==> config.mk <==
export PLATFORM = sky130hd
export DESIGN_NAME = mult_unit
export DESIGN_NICKNAME = d
export VERILOG_FILES = /design/src/rtl/mult_unit.sv
export SDC_FILE = /design/constraint.sdc
export NUM_CORES = 1
export LEC_CHECK = 0
export ABC_CLOCK_PERIOD_IN_PS = 9900
export CORE_MARGIN = 2
export CORE_UTILIZATION = 40
export CTS_BUF_LIST = sky130_fd_sc_hd__clkbuf_2 sky130_fd_sc_hd__clkbuf_4 sky130_fd_sc_hd__clkbuf_8
export CTS_CLUSTER_DIAMETER = 150
export DETAILED_ROUTE_END_ITERATION = 10
export GPL_ROUTABILITY_DRIVEN = 0
export HOLD_SLACK_MARGIN = 0.05
export SLEW_MARGIN = 20
export SYNTH_ARGS = -nofsm -noshare
export SYNTH_HDL_FRONTEND = slang
export SYNTH_SLANG_ARGS = --single-unit
==> constraint.sdc <==
create_clock -name clk -period 9.9 [get_ports clk]
set_input_delay 2.97 -clock clk [delete_from_list [all_inputs] [get_ports clk]]
set_output_delay 2.97 -clock clk [all_outputs]
set_load 0.01 [all_outputs]
==> src/rtl/mult_unit.sv <==
// Iterative radix-2^BITS_PER_CYCLE shift-add multiplier serving MULT/MULTU.
// Define MULT_EARLY_OUT_EN to finish as soon as the remaining multiplier bits are all zero.
module mult_unit #(
  parameter int WIDTH          = 32,
  parameter int BITS_PER_CYCLE = 2
) (
  input  logic             clk,
  input  logic             reset_n,
  input  logic             multstartE,
  input  logic             signedE,
  input  logic             stallE,
  input  logic [WIDTH-1:0] srcaE,
  input  logic [WIDTH-1:0] srcbE,
  output logic             pve,
  output logic             busy,
  output logic [WIDTH-1:0] hi,
  output logic [WIDTH-1:0] lo
);

  localparam int ITERS = WIDTH / BITS_PER_CYCLE;
  localparam int CNT_W = $clog2(ITERS + 1);

  typedef enum logic [1:0] {
    S_IDLE,
    S_BUSY,
    S_FIXUP
  } state_t;

  state_t               state_q, state_d;
  logic [2*WIDTH-1:0]   acc_q, acc_d;
  logic [2*WIDTH-1:0]   mcand_q, mcand_d;
  logic [WIDTH-1:0]     mplr_q, mplr_d;
  logic                 neg_q, neg_d;
  logic [CNT_W-1:0]     cnt_q, cnt_d;
  logic [WIDTH-1:0]     hi_q, hi_d;
  logic [WIDTH-1:0]     lo_q, lo_d;

  logic                 accept;
  logic                 last_iter;
  logic [WIDTH-1:0]     mplr_shift;

  // Two's complement magnitude; 0x80..0 maps to itself, which is correct read as unsigned.
  function automatic logic [WIDTH-1:0] magnitude(input logic [WIDTH-1:0] v,
                                                 input logic             is_signed);
    magnitude = (is_signed && v[WIDTH-1]) ? (~v + {{(WIDTH-1){1'b0}}, 1'b1}) : v;
  endfunction

  function automatic logic [2*WIDTH-1:0] negate(input logic [2*WIDTH-1:0] v);
    negate = ~v + {{(2*WIDTH-1){1'b0}}, 1'b1};
  endfunction

  function automatic logic [2*WIDTH-1:0] partial(input logic [2*WIDTH-1:0]      mc,
                                                 input logic [BITS_PER_CYCLE-1:0] digit);
    logic [2*WIDTH-1:0] p;
    p = '0;
    for (int i = 0; i < BITS_PER_CYCLE; i++) begin
      if (digit[i]) p = p + (mc << i);
    end
    return p;
  endfunction

  assign accept     = (state_q == S_IDLE) && multstartE && !stallE;
  assign mplr_shift = mplr_q >> BITS_PER_CYCLE;

`ifdef MULT_EARLY_OUT_EN
  assign last_iter = (cnt_q == CNT_W'(ITERS - 1)) || (mplr_shift == '0);
`else
  assign last_iter = (cnt_q == CNT_W'(ITERS - 1));
`endif

  always_comb begin
    state_d = state_q;
    acc_d   = acc_q;
    mcand_d = mcand_q;
    mplr_d  = mplr_q;
    neg_d   = neg_q;
    cnt_d   = cnt_q;
    hi_d    = hi_q;
    lo_d    = lo_q;
    case (state_q)
      S_IDLE: begin
        if (accept) begin
          mcand_d = {{WIDTH{1'b0}}, magnitude(srcaE, signedE)};
          mplr_d  = magnitude(srcbE, signedE);
          neg_d   = signedE & (srcaE[WIDTH-1] ^ srcbE[WIDTH-1]);
          acc_d   = '0;
          cnt_d   = '0;
          state_d = S_BUSY;
        end
      end
      S_BUSY: begin
        acc_d   = acc_q + partial(mcand_q, mplr_q[BITS_PER_CYCLE-1:0]);
        mplr_d  = mplr_shift;
        mcand_d = mcand_q << BITS_PER_CYCLE;
        cnt_d   = cnt_q + 1'b1;
        if (last_iter) state_d = S_FIXUP;
      end
      S_FIXUP: begin
        // Sign is applied once at the end so the iteration stays purely unsigned.
        {hi_d, lo_d} = neg_q ? negate(acc_q) : acc_q;
        state_d      = S_IDLE;
      end
      default: state_d = S_IDLE;
    endcase
  end

  always_ff @(posedge clk or negedge reset_n) begin
    if (!reset_n) begin
      state_q <= S_IDLE;
      acc_q   <= '0;
      mcand_q <= '0;
      mplr_q  <= '0;
      neg_q   <= 1'b0;
      cnt_q   <= '0;
      hi_q    <= '0;
      lo_q    <= '0;
    end else begin
      state_q <= state_d;
      acc_q   <= acc_d;
      mcand_q <= mcand_d;
      mplr_q  <= mplr_d;
      neg_q   <= neg_d;
      cnt_q   <= cnt_d;
      hi_q    <= hi_d;
      lo_q    <= lo_d;
    end
  end

  assign pve  = (state_q == S_IDLE);
  assign busy = ~pve;
  assign hi   = hi_q;
  assign lo   = lo_q;

endmodule

==> run_results.csv, run 1 <==
group,metric,value,unit
cts,clock-root-buffer,"clkbuf_8",
floorplan,start_util,40.6,%
layout,fin_util,46.0,%
setup_path,crit_end,"acc_q[58]",
global_routing,grt-ovfl-total,0,
setup_path,rrSetupSlack,2.89,ns
cts,cts_tree,"built",
route,avgViaCountPerCell,5.66,
cts,cts_buffers,45,
floorplan,die-area,51500,µm²
floorplan,chipHeight,227,µm
setup_path,path_max_fanout,87,
synth,synth_ff_type,"dfrtp_1",
cts,cts_resized,0,
cts,clockBufferDepth,3,
setup_path,criticalPathCategory,"reg2reg",
cts,clkLatencyLatePin,0.60,ns
layout,layout-drive-gt1-share,5.89,%
sta,fin_crit,7.01,ns
setup_path,worst_r2r_endpoint,"acc_q[58]",
synth,synthesis.nets,2715,
cts,clkSinkCount,232,
setup_path,cp_data_arrival_time,7.50,ns
route,first_pass_iters,5,
sta,worstMarginPinSlew,0.974,ns
power,ir_drop,125,µV
cts,path_clk_slew,0.06,ns
placed_design,hpwlAfterDp,40400,µm
synth,yosysWarnings,0,
placed_design,port_buffers,134,
synth,synth.avg_cell_area,7.84,µm²
global_routing,grt_max_degree,125,
status,run_status,"finished, final reports clean",
floorplan,die_w,227,µm
layout,num_antenna_cells,0,
sta,final_hold_viol_count,0,
global_routing,antenna_found_initial,0,
setup_path,reg2reg_from,"mplr_q[0]",
worst_hold_path,hold_class,"reg2reg",
sta,relSlewSlack,34.9,%
global_routing,grt_use_total,21.1,%
synth,synth.distinct_cells,74,
cts,htree_levels,2,
layout,fin_nets,2746,
sta,period_share,70.8,%
route,antenna_left,0,
synth,synthCells,2536,
synth,synth_edf_count,0,
setup_path,crit_slowest_cell,"dfrtp_4",
sta,slew_viol_final,0,
global_routing,grt_pass1_vias,17300,
route,drc,0,
floorplan,num_rows,81,
cts,postCtsHoldBufs,0,
setup_path,r2r_cells,27,
setup_path,worstSetupEndpointType,"register",
synth,synthArstFlopShare,100,%
route,drt_wl_total,54000,µm
setup_path,startpoint,"mplr_q[0]",
setup_path,critPathBufInv,2,
global_routing,grt_pass1_wl,89500,µm
sta,fin_setup_tns,0,ns
route,routedWlPerCell,16.6,µm
synth,netlist_area,19900,µm²
setup_path,crit_required,10.39,ns
sta,fmax,143,MHz
setup_path,crit_path_start_kind,"register",
sta,finalClockSkew,0.0219,ns
setup_path,cp_slowest_stage_delay,0.96,ns
sta,rsz0062_at_grt,"no",
synth,synth_seq_area_share,29.2,%
sta,setup_viol,0,
floorplan,ios,135,
power,power_leakage,9.64,nW
setup_path,crit_cells,27,
flow_run,cap_violations,0,
power,power_density,301,nW/µm²
cts,cts_setup_buffers,0,
synth,synth-seq-cells,232,
layout,synthToLayoutAreaGrowth,13.3,%
layout,fillers,4848,
setup_path,crit_family,"compound AO/OA/AOI/OAI gates",
route,first_iter_violations,1863,
route,vias,18500,
floorplan,coreArea,49100,µm²
cells by family (layout without fill, tap and decap cells):
logic type | count (synthesis) | in the layout | share of synthesized area (%)
xor gates and xnor gates | 264 | 264 | 11.7
adders and majority gates | 110 | 110 | 6.99
AOI/OAI and AO/OA | 836 | 836 | 26.0
DFF | 232 | 232 | 29.2
buffers and inverters | 217 | 280 | 4.15
and+or+nand+nor | 848 | 848 | 20.3
muxes | 29 | 29 | 1.60
cell usage in the layout, fill, tap and decap left out, types with 8 or more instances in the layout:
cell / netlist / layout
o211ai_1: 8 / 8
o21a_1: 23 / 23
and2_1: 49 / 49
o41ai_1: 11 / 11
dfrtp_1: 232 / 229
nand2_1: 372 / 372
nand2b_1: 28 / 26
ha_1: 108 / 108
a21o_1: 73 / 73
nand3_1: 95 / 95
or2_2: 16 / 16
o22ai_1: 15 / 15
inv_1: 56 / 56
o31ai_1: 40 / 40
a31oi_1: 29 / 29
clkbuf_8: 0 / 56
nor2b_1: 28 / 27
a22oi_1: 61 / 61
xor2_1: 151 / 151
or3_1: 20 / 20
buf_4: 0 / 10
a21oi_1: 168 / 168
clkdlybuf4s50_1: 0 / 133
nand4_1: 23 / 23
nor2_1: 102 / 101
nor4_1: 26 / 26
o32ai_1: 8 / 8
o21ai_0: 300 / 300
xnor2_1: 112 / 112
o21bai_1: 20 / 20
a211oi_1: 8 / 8
nor3_1: 33 / 33
nand3b_1: 9 / 9
or4_1: 13 / 13
and3_1: 13 / 13
clkbuf_4: 0 / 14
mux2_2: 23 / 23
worst min path at each step:
| stage | start | to | slack [ns] | cells past startpoint |
|---|---|---|---|---|
| 2_1_floorplan | cnt_q[3] | cnt_q[3] | 0.45 | 1 |
| 3_3_place_gp | hi[12] | hi[12] | 0.46 | 2 |
| 3_5_place_dp | lo[27] | lo[27] | 0.47 | 2 |
| 4_1_cts | lo[27] | lo[27] | 0.48 | 2 |
| 5_1_grt | lo[29] | lo[29] | 0.50 | 2 |
| 6_report | hi[12] | hi[12] | 0.47 | 2 |
report_power, final:
group	internal [mW]	switching, mW
clock	0.587	0.417
sequential	1.33	0.654
combinational	1.59	2.22
state kept, by name (all words and copies together) (netlist names):
| name | flops |
|---|---|
| mcand_q | 64 |
| cnt_q | 5 |
| lo | 32 |
| neg_q | 1 |
| acc_q | 64 |
| mplr_q | 32 |
| hi | 32 |
| state_q | 2 |
metrics by stage:
stage | instances | hold WS (ns) | total power, mW | setup WS (ns) | instance area, µm²
final | 3263 | 0.474 | 6.80 | 2.89 | 22500
after detailed placement | 3184 | 0.470 | 5.75 | 2.80 | 21600
after floorplan | 2536 | 0.449 | 4.71 | 2.50 | 19900
after global routing | 3263 | 0.504 | 7.41 | 2.24 | 22500
after global placement | 3184 | 0.461 | 5.67 | 2.95 | 21600
after CTS | 3263 | 0.482 | 6.79 | 2.79 | 22500
layer usage:
layer,track usage (%),part of all wire [%]
met5,0,0
met4,4.58,1.6
met3,2.96,5.6
met2,31.4,42
met1,32.4,51
tightest hold or removal path, delay by kind of cell, from the launching register on:
family / cells / cell delay (ns)
AO/OA/AOI/OAI: 1 / 0.05
flip-flops: 1 / 0.34
AND/OR/NAND/NOR: 1 / 0.04
layout make-up:
cell class | count | area (µm²) | area share [%]
multi-input combinational | 2087 | 13300 | 59.0
sequential | 232 | 5810 | 25.8
timing repair buffer | 145 | 1440 | 6.39
clock buffer | 70 | 876 | 3.89
tap | 664 | 831 | 3.69
inverter | 56 | 210 | 0.933
clock inverter | 9 | 73.8 | 0.327
synthesized netlist by cell type (49+ instances only):
library cell | instances | area share, %
a21o_1 | 73 | 2.8
a21oi_1 | 168 | 4.2
a22oi_1 | 61 | 2.3
and2_1 | 49 | 1.5
clkbuf_1 | 136 | 2.6
dfrtp_1 | 232 | 29
ha_1 | 108 | 6.8
inv_1 | 56 | 1.1
nand2_1 | 372 | 7.0
nand3_1 | 95 | 2.4
nor2_1 | 102 | 1.9
o21ai_0 | 300 | 7.5
xnor2_1 | 112 | 4.9
xor2_1 | 151 | 6.6
(Power assumes the default switching activity.)
==> run 2: changes to the inputs <==
ABC_CLOCK_PERIOD_IN_PS = 6800   (was 9900)
clock period = 6.8 ns   (was 9.9 ns; I/O delays follow)
==> run 2 against run 1 <==
Compared with the run above: final cell count is 0.21% higher; clock skew rose by 0.0088 ns; critical path depth decreased by 2; global-route usage up 0.096 points; wire length is 1.6% higher; maximum frequency up 12%; core utilization increased by 0.30 points; critical endpoint is now acc_q[62].
==> run_results.csv, run 2 (synthesis results as in run 1) <==
group,metric,value,unit
global_routing,grt-ovfl-total,0,
cts,postCtsHoldBufs,0,
flow_run,cap_violations,0,
layout,layout_commonest_cell,"nand2_1",
setup_path,crit_path_start_kind,"register",
setup_path,path_common_cell,"a21oi_1",
cts,cts_setup_buffers,0,
layout,layout_common_cells,"nand2_1 (372), o21ai_0 (298), dfrtp_1 (229)",
sta,rsz0062_at_grt,"no",
setup_path,critPathBufInv,1,
setup_path,path_max_fanout,102,
sta,period_share,92.1,%
placed_design,port_buffers,134,
sta,final_hold_viol_count,0,
setup_path,crit_family,"compound AO/OA/AOI/OAI gates",
setup_path,worstSetupEndpointType,"register",
floorplan,die-area,51500,µm²
layout,multi_input_area,13300,µm²
layout,fillers,4935,
route,routedWlPerCell,16.8,µm
floorplan,num_rows,81,
sta,worstMarginPinSlew,1.02,ns
sta,slew_viol_final,0,
setup_path,criticalPathCategory,"reg2reg",
cts,path_clk_slew,0.06,ns
sta,fin_crit,6.26,ns
power,power_leakage,9.70,nW
cts,clkSinkCount,232,
layout,largestRegisters,"acc_q (64), mcand_q (64)",
route,drc,0,
cts,cts_tree,"built",
power,totalPowerFinal,10.1,mW
setup_path,crit_slowest_cell,"or4_1",
cts,clock-root-buffer,"clkbuf_8",
worst_hold_path,hold_class,"reg2reg",
floorplan,chipHeight,227,µm
status,run_status,"finished, final reports clean",
sta,finalClockSkew,0.0307,ns
power,power_density,443,nW/µm²
global_routing,grt_pass1_vias,17200,
global_routing,grt_pass1_wl,89900,µm
layout,num_antenna_cells,0,
sta,relSlewSlack,31.6,%
cts,clockBufferDepth,3,
route,avgViaCountPerCell,5.67,
layout,synthToLayoutAreaGrowth,14.1,%
route,vias,18600,
sta,setup_viol,0,
cts,htree_levels,2,
global_routing,grt_use_total,21.2,%
floorplan,coreArea,49100,µm²
sta,fin_setup_tns,0,ns
global_routing,grt_max_degree,118,
route,first_pass_iters,6,
floorplan,start_util,40.6,%
floorplan,die_w,227,µm
cts,cts_buffers,43,
route,first_iter_violations,1444,
floorplan,ios,135,
sta,hold_slack,0.474,ns
power,ir_drop,184,µV
cts,clkLatencyLatePin,0.62,ns
route,drt_wl_total,54900,µm
setup_path,cp_slowest_stage_delay,0.51,ns
cts,cts_resized,0,
layout,fin_nets,2752,
setup_path,crit_required,7.31,ns
global_routing,antenna_found_initial,0,
route,antenna_left,0,
placed_design,hpwlAfterDp,40900,µm
layout,regArea,5810,µm²
sta,fmax,160,MHz
setup_path,cp_data_arrival_time,6.78,ns
layout,layout-drive-gt1-share,6.22,%
-- run 2: worst paths after layout --
check,startpoint,end,slack (ns),depth (start not counted)
setup reg to reg,mplr_q[0],acc_q[62],0.54,25
max in group asynchronous,reset_n,acc_q[43],4.19,2
hold reg to reg,hi[2],hi[2],0.47,2
setup / recovery,mplr_q[0],acc_q[62],0.54,25
hold / removal,hi[2],hi[2],0.47,2
min in group asynchronous,reset_n,mcand_q[1],1.48,1
-- run 2: cell type report --
cell class	instances	share of cell area [%]
flip-flops and latches	232	25.6
clock inverters	14	0.794
multi-input cells	2087	58.6
repair buffers	153	6.78
inverters	56	0.926
well taps	664	3.66
clock buffers	64	3.58
-- run 2: metal layers --
layer  vias to the layer above  share of wire [%]  GRT usage [%]
met2                       597                 42           31.2
met5                         -                  0              0
met4                         0                1.9           5.10
met3                        76                6.1           3.21
met1                      8671                 50           32.4
li1                       9209                  -              -
-- run 2: through the flow --
step	area, µm²	std cells	util (%)	setup WS, ns
finish	22700	3270	46.3	0.536
global route	22700	3270	46.3	0.0588
detailed placement	21700	3192	44.2	0.642
global placement	21700	3192	44.2	0.760
floorplan	19900	2536	-	0.00287
CTS	22700	3270	46.3	0.601
-- run 2: tightest hold or removal path, stage by stage (launching register included) --
cell     delay (ns)
dfrtp_1        0.34
nand2_1        0.04
o21ai_0        0.06
-- run 2: power by group --
part / total [mW] / internal [mW] / switching (mW)
registers: 2.79 / 1.93 / 0.860
clock network: 1.55 / 0.921 / 0.627
logic: 5.71 / 2.36 / 3.35
